$ cat config.mk
export PLATFORM = sky130hd
export DESIGN_NAME = fifo_ptr_ctrl_flat
export DESIGN_NICKNAME = d
export VERILOG_FILES = /design/src/rtl/fifo_ptr_ctrl_if.sv /design/src/rtl/fifo_ptr_ctrl.sv /design/src/flat_wrapper.sv
export SDC_FILE = /design/constraint.sdc
export NUM_CORES = 1
export LEC_CHECK = 0
export ABC_AREA = 0
export BUFFER_PORTS_ARGS = -buffer_cell sky130_fd_sc_hd__buf_2
export CORE_AREA = 2 2 48 50
export CTS_CLUSTER_DIAMETER = 50
export DETAILED_ROUTE_END_ITERATION = 7
export DIE_AREA = 0 0 50 52
export PLACE_DENSITY = 0.8
export SLEW_MARGIN = 25
export SYNTH_ARGS = -nofsm -noshare
export SYNTH_HDL_FRONTEND = slang
export SYNTH_SLANG_ARGS = --single-unit
$ cat constraint.sdc
create_clock -name clk -period 3.7 [get_ports clk]
set_input_delay 0.37 -clock clk [delete_from_list [all_inputs] [get_ports clk]]
set_output_delay 0.37 -clock clk [all_outputs]
set_load 0.05 [all_outputs]
$ cat src/rtl/fifo_ptr_ctrl_if.sv
// fifo_ptr_ctrl_if: handshake/status bundle between the producer/consumer
// logic and the circular-buffer pointer controller.
//   master : drives clk_en/Flush/Push/Pop/ErrClr, observes strobes and status
//   slave  : the controller; observes requests, drives strobes, addresses,
//            Round, Count, Full/Empty/AlmostFull/AlmostEmpty, Overflow/Underflow
interface fifo_ptr_ctrl_if #(
  parameter int BufferWidth = 4
);
  logic                   clk_en;
  logic                   Flush;
  logic                   Push;
  logic                   Pop;
  logic                   ErrClr;
  logic                   W_En;
  logic                   R_En;
  logic [BufferWidth-1:0] W_Addr;
  logic [BufferWidth-1:0] R_Addr;
  logic                   Round;
  logic [BufferWidth:0]   Count;
  logic                   Full;
  logic                   Empty;
  logic                   AlmostFull;
  logic                   AlmostEmpty;
  logic                   Overflow;
  logic                   Underflow;

  modport master (
    output clk_en, Flush, Push, Pop, ErrClr,
    input  W_En, R_En, W_Addr, R_Addr, Round, Count,
    input  Full, Empty, AlmostFull, AlmostEmpty, Overflow, Underflow
  );

  modport slave (
    input  clk_en, Flush, Push, Pop, ErrClr,
    output W_En, R_En, W_Addr, R_Addr, Round, Count,
    output Full, Empty, AlmostFull, AlmostEmpty, Overflow, Underflow
  );
endinterface

$ cat src/rtl/fifo_ptr_ctrl.sv
// fifo_ptr_ctrl: write/read pointer and status controller for an external
// dual-port buffer RAM of BufferSize entries (non-power-of-two allowed).
//   clk  : single clock, rising edge
//   aclr : synchronous active-high reset
//   bus  : fifo_ptr_ctrl_if.slave
//          W_En/R_En combinational accept strobes; W_Addr/R_Addr, Round,
//          Count and all flags registered; Overflow/Underflow sticky.
module fifo_ptr_ctrl #(
  parameter int BufferWidth    = 4,
  parameter int BufferSize     = 16,
  parameter int AlmostFullThr  = 12,
  parameter int AlmostEmptyThr = 4
) (
  input  logic         clk,
  input  logic         aclr,
  fifo_ptr_ctrl_if.slave bus
);

  localparam logic [BufferWidth-1:0] LP_LAST = BufferWidth'(BufferSize - 1);
  localparam logic [BufferWidth:0]   LP_SIZE = (BufferWidth+1)'(BufferSize);
  localparam logic [BufferWidth:0]   LP_AF   = (BufferWidth+1)'(AlmostFullThr);
  localparam logic [BufferWidth:0]   LP_AE   = (BufferWidth+1)'(AlmostEmptyThr);
  localparam logic                   LP_AF_RST = (AlmostFullThr == 0);

  logic [BufferWidth-1:0] r_waddr, r_raddr;
  logic                   r_round;
  logic [BufferWidth:0]   r_count;
  logic                   r_full, r_empty, r_afull, r_aempty;
  logic                   r_ovf, r_udf;

  logic                   w_w_en, w_r_en;
  logic                   w_w_wrap, w_r_wrap;
  logic [BufferWidth-1:0] w_waddr_nxt, w_raddr_nxt;
  logic                   w_round_nxt;
  logic [BufferWidth:0]   w_count_nxt;
  logic                   w_ovf_set, w_udf_set;

  // Pop is never bypassed through an empty buffer; push while full needs a
  // simultaneous accepted pop. Both strobes are killed during reset.
  always_comb begin
    w_r_en = bus.clk_en & bus.Pop & ~r_empty & ~bus.Flush & ~aclr;
    w_w_en = bus.clk_en & bus.Push & ~bus.Flush & (~r_full | w_r_en) & ~aclr;
  end

  always_comb begin
    w_w_wrap    = w_w_en & (r_waddr == LP_LAST);
    w_r_wrap    = w_r_en & (r_raddr == LP_LAST);
    w_waddr_nxt = r_waddr;
    w_raddr_nxt = r_raddr;
    if (w_w_en) w_waddr_nxt = w_w_wrap ? '0 : r_waddr + 1'b1;
    if (w_r_en) w_raddr_nxt = w_r_wrap ? '0 : r_raddr + 1'b1;
    // Simultaneous wraps on both sides keep the lap difference unchanged.
    w_round_nxt = r_round ^ (w_w_wrap ^ w_r_wrap);
    w_count_nxt = r_count;
    if (w_w_en & ~w_r_en)      w_count_nxt = r_count + 1'b1;
    else if (~w_w_en & w_r_en) w_count_nxt = r_count - 1'b1;
    w_ovf_set = bus.clk_en & bus.Push & ~w_w_en & ~bus.Flush;
    w_udf_set = bus.clk_en & bus.Pop  & ~w_r_en & ~bus.Flush;
  end

  always_ff @(posedge clk) begin
    if (aclr) begin
      r_waddr  <= '0;
      r_raddr  <= '0;
      r_round  <= 1'b0;
      r_count  <= '0;
      r_full   <= 1'b0;
      r_empty  <= 1'b1;
      r_afull  <= LP_AF_RST;
      r_aempty <= 1'b1;
      r_ovf    <= 1'b0;
      r_udf    <= 1'b0;
    end else if (bus.clk_en) begin
      if (bus.Flush) begin
        r_waddr  <= '0;
        r_raddr  <= '0;
        r_round  <= 1'b0;
        r_count  <= '0;
        r_full   <= 1'b0;
        r_empty  <= 1'b1;
        r_afull  <= LP_AF_RST;
        r_aempty <= 1'b1;
      end else begin
        // Flags come from the next-state count so they line up with the
        // pointers registered on the same edge.
        r_waddr  <= w_waddr_nxt;
        r_raddr  <= w_raddr_nxt;
        r_round  <= w_round_nxt;
        r_count  <= w_count_nxt;
        r_full   <= (w_count_nxt == LP_SIZE);
        r_empty  <= (w_count_nxt == '0);
        r_afull  <= (w_count_nxt >= LP_AF);
        r_aempty <= (w_count_nxt <= LP_AE);
      end
      // A set event in the same cycle as ErrClr wins.
      if (w_ovf_set)       r_ovf <= 1'b1;
      else if (bus.ErrClr) r_ovf <= 1'b0;
      if (w_udf_set)       r_udf <= 1'b1;
      else if (bus.ErrClr) r_udf <= 1'b0;
    end
  end

  always_ff @(posedge clk) begin
    if (!aclr) begin
      assert (r_full  == ((r_waddr == r_raddr) &  r_round));
      assert (r_empty == ((r_waddr == r_raddr) & ~r_round));
      assert (r_full  == (r_count == LP_SIZE));
      assert (r_empty == (r_count == '0));
    end
  end

  assign bus.W_En        = w_w_en;
  assign bus.R_En        = w_r_en;
  assign bus.W_Addr      = r_waddr;
  assign bus.R_Addr      = r_raddr;
  assign bus.Round       = r_round;
  assign bus.Count       = r_count;
  assign bus.Full        = r_full;
  assign bus.Empty       = r_empty;
  assign bus.AlmostFull  = r_afull;
  assign bus.AlmostEmpty = r_aempty;
  assign bus.Overflow    = r_ovf;
  assign bus.Underflow   = r_udf;

endmodule

$ cat src/flat_wrapper.sv
// flat-port wrapper written by rule: the top's interface ports become plain ports
module fifo_ptr_ctrl_flat 
#(
  parameter int BufferWidth    = 4,
  parameter int BufferSize     = 16,
  parameter int AlmostFullThr  = 12,
  parameter int AlmostEmptyThr = 4
)
  (clk, aclr, bus_clk_en, bus_Flush, bus_Push, bus_Pop, bus_ErrClr, bus_W_En, bus_R_En, bus_W_Addr, bus_R_Addr, bus_Round, bus_Count, bus_Full, bus_Empty, bus_AlmostFull, bus_AlmostEmpty, bus_Overflow, bus_Underflow);
  fifo_ptr_ctrl_if #(.BufferWidth(BufferWidth)) bus_i ();
  input  logic clk;
  input  logic aclr;
  input wire logic [$bits(bus_i.clk_en)-1:0] bus_clk_en;
  input wire logic [$bits(bus_i.Flush)-1:0] bus_Flush;
  input wire logic [$bits(bus_i.Push)-1:0] bus_Push;
  input wire logic [$bits(bus_i.Pop)-1:0] bus_Pop;
  input wire logic [$bits(bus_i.ErrClr)-1:0] bus_ErrClr;
  output wire logic [$bits(bus_i.W_En)-1:0] bus_W_En;
  output wire logic [$bits(bus_i.R_En)-1:0] bus_R_En;
  output wire logic [$bits(bus_i.W_Addr)-1:0] bus_W_Addr;
  output wire logic [$bits(bus_i.R_Addr)-1:0] bus_R_Addr;
  output wire logic [$bits(bus_i.Round)-1:0] bus_Round;
  output wire logic [$bits(bus_i.Count)-1:0] bus_Count;
  output wire logic [$bits(bus_i.Full)-1:0] bus_Full;
  output wire logic [$bits(bus_i.Empty)-1:0] bus_Empty;
  output wire logic [$bits(bus_i.AlmostFull)-1:0] bus_AlmostFull;
  output wire logic [$bits(bus_i.AlmostEmpty)-1:0] bus_AlmostEmpty;
  output wire logic [$bits(bus_i.Overflow)-1:0] bus_Overflow;
  output wire logic [$bits(bus_i.Underflow)-1:0] bus_Underflow;
  assign bus_i.clk_en = bus_clk_en;
  assign bus_i.Flush = bus_Flush;
  assign bus_i.Push = bus_Push;
  assign bus_i.Pop = bus_Pop;
  assign bus_i.ErrClr = bus_ErrClr;
  assign bus_W_En = bus_i.W_En;
  assign bus_R_En = bus_i.R_En;
  assign bus_W_Addr = bus_i.W_Addr;
  assign bus_R_Addr = bus_i.R_Addr;
  assign bus_Round = bus_i.Round;
  assign bus_Count = bus_i.Count;
  assign bus_Full = bus_i.Full;
  assign bus_Empty = bus_i.Empty;
  assign bus_AlmostFull = bus_i.AlmostFull;
  assign bus_AlmostEmpty = bus_i.AlmostEmpty;
  assign bus_Overflow = bus_i.Overflow;
  assign bus_Underflow = bus_i.Underflow;
  fifo_ptr_ctrl #(.BufferWidth(BufferWidth), .BufferSize(BufferSize), .AlmostFullThr(AlmostFullThr), .AlmostEmptyThr(AlmostEmptyThr)) u_core (.clk(clk), .aclr(aclr), .bus(bus_i));
endmodule
Yosys cells after proc, flatten, opt, wreduce, memory -nomap -nowiden
Cells that the tools add are included.
- $add $sub $neg: 4
- $lt $le $gt $ge: 2
- equal/unequal tests: 3
- mux-type cells: 17
- bitwise operators: 25
- reduce and logical (&&, ||, !) cells: 9
- operators with widths (cell ; number):
    4-bit 2-to-1 mux ; 6
    1-bit AND ; 16
    5-bit 2-to-1 mux ; 3
    4-bit by 1-bit adder with 4-bit output, second input constant ; 2
    4-bit == test, second input constant ; 2
    1-bit 2-to-1 mux ; 8
    2-bit AND reduction ; 4
    2-bit nonzero test ; 4
    1-bit inverter ; 6
    5-bit by 1-bit adder with 5-bit output, second input constant ; 1
    5-bit == test, second input constant ; 1
    5-bit by 4-bit greater-or-equal comparator with 1-bit output, second input constant ; 1
    5-bit by 3-bit less-or-equal comparator with 1-bit output, second input constant ; 1
    5-bit zero test ; 1
    5-bit by 1-bit subtractor with 5-bit output, second input constant ; 1
    1-bit bitwise XOR ; 2
    1-bit bitwise OR ; 1
- register bits after elaboration: 20
- bits of input ports: 7
- output and inout bits: 22
- logic and storage cells: 70

Depth between registers and ports, before layout
- depth after elaboration: 13
- mapped depth: 9
- depth with buffers taken out: 8

Least setup slack after synthesis
OpenSTA, ideal clock, no wires.
- path kind: flip-flop to flip-flop
- from: reg u_core.r_empty (netlist: u_core.bus.Empty)
- to: reg u_core.r_round (netlist: u_core.bus.Round)
- setup time: 0.116 ns
- arrival time: 2.115 ns
- required time: 3.584 ns
- slack: 1.470 ns
- cell stages (with the launch flop): 9
- buffers on the path: 0
- period minus slack after synthesis: 2.230 ns
- path through: dfxtp_1 nand4bb_1 nand2b_2 a21o_1 inv_1 and2_1 nand3_1 xnor2_1 nor2_1
- word-level cells in the longest chain between the ends: 11
- elaborated cells between the ends (all ways): 12
- classes of those cells: 1 x mux; 11 x bitwise
- RTL lines (element ; RTL line ; RTL):
    from (decl) ; fifo_ptr_ctrl.sv:28 ; logic r_full, r_empty, r_afull, r_aempty;
    from (signal assigned) ; fifo_ptr_ctrl.sv:91 ; r_empty <= (w_count_nxt == '0);
    1-bit inverter ; fifo_ptr_ctrl.sv:41 ; w_r_en = bus.clk_en & bus.Pop & ~r_empty & ~bus.Flush & ~aclr;
    1-bit AND (3 in a row) ; fifo_ptr_ctrl.sv:41 ;
    1-bit bitwise OR ; fifo_ptr_ctrl.sv:42 ; w_w_en = bus.clk_en & bus.Push & ~bus.Flush & (~r_full | w_r_en) & ~aclr;
    1-bit AND (2 in a row) ; fifo_ptr_ctrl.sv:42 ;
    net bus_W_En ; flat_wrapper.sv:18 ; output wire logic [$bits(bus_i.W_En)-1:0] bus_W_En;
    1-bit AND ; fifo_ptr_ctrl.sv:46 ; w_w_wrap = w_w_en & (r_waddr == LP_LAST);
    1-bit bitwise XOR (2 in a row) ; fifo_ptr_ctrl.sv:53 ; w_round_nxt = r_round ^ (w_w_wrap ^ w_r_wrap);
    1-bit 2-to-1 mux ; fifo_ptr_ctrl.sv:74 ; if (bus.Flush) begin
    to (signal assigned) ; fifo_ptr_ctrl.sv:88 ; r_round <= w_round_nxt;
    to (decl) ; fifo_ptr_ctrl.sv:26 ; logic r_round;
The timed path passes the listed nets, and every way through them passes these cells.
A chain may end at the register's enable or synchronous reset.

Worst setup path after layout
- from: reg u_core.r_empty (netlist: u_core.bus.Empty)
- to: out bus_W_En
- word-level cells in the longest chain between the ends: 7
- RTL lines (element ; RTL line):
    1-bit inverter ; fifo_ptr_ctrl.sv:41
    1-bit AND (3 in a row) ; fifo_ptr_ctrl.sv:41
    1-bit bitwise OR ; fifo_ptr_ctrl.sv:42
    1-bit AND (2 in a row) ; fifo_ptr_ctrl.sv:42
    to (decl) ; flat_wrapper.sv:18
No other way between the ends.

==> run summary <==
========================================================================================================
Htree depth                                                                                            1
Worst Max-Slew Pin Slew                                                                        0.3579 ns
Area leader, netlist                                                                        sky130_fd_sc_hd__dfxtp_1
Die width                                                                                          50 um
Height of the die                                                                                  52 um
Post-route clock period utilization                                                               0.5883
Total track usage                                                                                 0.2223
Worst setup path start                                                                      u_core.bus.Empty
Combinational cell fraction of total power                                                         0.118
Post CTS Setup Buffer Count                                                                            0
IO Port Bufs                                                                                          28
Syn avg cell area                                                                              8.542 um2
Count of endpoints failing hold in the final timing report                                             0
Post-CTS clock slew at the launch and capture registers of the worst setup and hold paths        0.11 ns
Routed wire length                                                                               2583 um
Nets in the synthesized netlist                                                                      138
Startpoint type of the worst setup path                                                             flop
Antenna cells                                                                                          0
Cell count after synthesis                                                                           127
Switching power share of the total                                                                0.2658
Initial antenna violation count                                                                        0
Primary FF master, synth                                                                    sky130_fd_sc_hd__dfxtp_1
Number of cell rows                                                                                   17
Num CTS Buffers                                                                                        3
Root cell of the clock tree                                                                 sky130_fd_sc_hd__clkbuf_4
Final setup violation count                                                                            0
Fin. max-slew vios                                                                                     0
Proportion of netlist area held by the largest area contributor                                   0.3691
Maximum net fanout on the critical path                                                                6
Number of clock sinks                                                                                 20
Count of instances resized after the clock tree is built                                               0
I/O pin count                                                                                         29
CP Data Required Time                                                                            3.33 ns
Final-layout fill cell count                                                                         199
Reg-to-reg startpoint                                                                       u_core.bus.Count[0]
Instance count along the most critical hold path                                                       3
Worst Hold Launch                                                                                bus_Pop
FMAX                                                                                          0.4594 GHz
Grt ovf                                                                                                0
Relative slew margins                                                                             0.7597
Post-placement cell area                                                                    0.001245 mm2
Setup crit end kind                                                                          output port
Total negative setup slack                                                                          0 ns
Sequential share of the synthesized area                                                          0.3691
Share of async-settable or async-resettable flops after synthesis                                      0
Arr. time, crit path                                                                             1.81 ns
P_sw                                                                                           0.1058 mW
Initial detailed-routing violation count                                                              11
Count of flip-flops with a built-in enable after synthesis                                             0
Top-count cell post-synth                                                                   sky130_fd_sc_hd__dfxtp_1
Clock network fraction of total power                                                              0.328
Layout-stage area growth over the synthesis result                                                18.11%
Number of distinct library cell variants in the gate-level netlist after synthesis                    45
Global placer's final weighted congestion                                                         0.8866
Worst-Skew Late Latency                                                                          0.31 ns
Run status                                                                                  finished clean
Reg power frac                                                                                     0.555
Yosys warnings                                                                                         0
Number of vias in the routed layout                                                                 1074
Flop and latch count out of synthesis                                                                 20
Static leakage                                                                                 0.5768 nW
Number of cells traversed by the worst register-to-register path                                       6
Clock tree from TritonCTS                                                                            yes
Final nets                                                                                           169
Cells taking the most area after synthesis                                                  sky130_fd_sc_hd__dfxtp_1, sky130_fd_sc_hd__nor2_1, sky130_fd_sc_hd__ha_1
Final critical delay including setup and external delays                                        2.177 ns
P_int                                                                                          0.2923 mW
Area of the die                                                                             0.002600 mm2
Buffers from clock root to sink, at most                                                               2
Total power divided by cell area                                                            310.8 mW/mm2
Startpoint-to-endpoint class of the critical path                                           flop to output port
Pin count of the biggest net entering global routing                                                  19
Max-cap check violation count                                                                          0
Final worst clock skew                                                                       0.008791 ns
Post-DP HPWL                                                                                     1935 um
Drt pass-1 iters                                                                                       4
Initial Util                                                                                      0.5152
Number of global-route vias before repair                                                           1006
Final instance area                                                                         0.001281 mm2
Most numerous cell types in the synthesized netlist                                         sky130_fd_sc_hd__dfxtp_1, sky130_fd_sc_hd__nor2_1, sky130_fd_sc_hd__nand2_1, sky130_fd_sc_hd__nand3_1, sky130_fd_sc_hd__a21oi_1
Detailed-route DRC error count                                                                         0
Routed wire length per instance                                                                 13.96 um
First-pass GRT wire length                                                                       4388 um
Cts-stage hold buffer count                                                                            0
Setup repair after global routing missed its margin                                                false
Layout cell share with drive strength beyond 1                                                    0.2675
Area of the mapped netlist                                                                  0.001085 mm2
Maximum VDD drop                                                                               0.1908 mV
Vias per inst                                                                                      5.805
Routed Antenna Nets                                                                                    0
Class of the tightest hold or removal check                                                 input pin to flop
Core Footprint                                                                              0.002106 mm2
========================================================================================================
[stage by stage]
stage                     std cells  worst slack (ns)  power [mW]    util  hold WS (ns)
final                           185             1.523      0.3981  0.6084        0.3716
after global routing            185             1.446      0.4121  0.6084        0.3902
after CTS                       185             1.526      0.3998  0.6084        0.3661
after detailed placement        181             1.532      0.2718  0.5912        0.4835
after global placement          181             1.587      0.2705  0.5912        0.4756
after floorplan                 127             1.470      0.2585       -        0.5426
[power groups by stage]
stage	Sequential, mW	Combinational, mW	Clock [mW]
after floorplan	0.234	0.0244	0
after global placement	0.225	0.0451	0
after detailed placement	0.226	0.0462	0
after CTS	0.221	0.0464	0.133
after global routing	0.221	0.0504	0.140
final	0.221	0.0468	0.130
[state kept, by name (all words and copies together), names as in the netlist]
signal and count:
u_core.bus.AlmostEmpty 1, u_core.bus.AlmostFull 1, u_core.bus.Count 5, u_core.bus.Empty 1
u_core.bus.Full 1, u_core.bus.Overflow 1, u_core.bus.R_Addr 4, u_core.bus.Round 1
u_core.bus.Underflow 1, u_core.bus.W_Addr 4
[cells in the final DEF (no fill, tap or decap), drive strengths merged, types with 3 or more instances in the layout]
cell type and instances:
clkbuf 4, nand3 8, nand2 12, buf 28
and3 3, a21oi 7, xnor2 4, inv 6
o21ai 4, ha 4, nor2 15, nor3 4
dfxtp 20, or2 3
[critical path: stages (launching register included)]
cell	delay (ns)
sky130_fd_sc_hd__dfxtp_1	0.37
sky130_fd_sc_hd__nand4bb_1	0.26
sky130_fd_sc_hd__nand2b_2	0.28
sky130_fd_sc_hd__a21o_1	0.24
sky130_fd_sc_hd__inv_1	0.09
sky130_fd_sc_hd__buf_2	0.26
[per-layer routing]
metal	vias up	routed length [um]	global-route usage
li1	518	-	-
met1	511	1109	0.2598
met2	38	1276	0.3969
met3	7	146	0.03161
met4	0	50	0.1065
met5	-	0	0
[final cells by class]
class                           count  area [um2]  share of cell area
Tap cell                           28       35.03             0.02734
Sequential cell                    20       400.4              0.3125
Clock buffer                        4       36.28             0.02832
Timing Repair Buffer               28       140.1              0.1094
Inverter                            7       26.28             0.02051
Multi-Input combinational cell     98       643.1              0.5020
[logic make-up (layout without fill, tap and decap cells)]
| kind of cell | after synthesis | after routing | share of synthesized area |
|---|---|---|---|
| DFF | 20 | 20 | 0.3691 |
| muxes | 3 | 3 | 0.02999 |
| buffers and inverters | 9 | 39 | 0.03805 |
| and+or+nand+nor | 56 | 56 | 0.2722 |
| xor gates and xnor gates | 6 | 6 | 0.04844 |
| adders and majority gates | 4 | 4 | 0.04614 |
| AOI/OAI and AO/OA | 29 | 29 | 0.1961 |
[final timing paths]
path | end | slack, ns
setup / recovery | bus_W_En | 1.52
hold / removal | u_core.bus.Underflow | 0.37
setup reg to reg | u_core.bus.AlmostEmpty | 1.70
hold reg to reg | u_core.bus.AlmostFull | 0.50
Note: power is estimated with default switching activity, not from simulation.
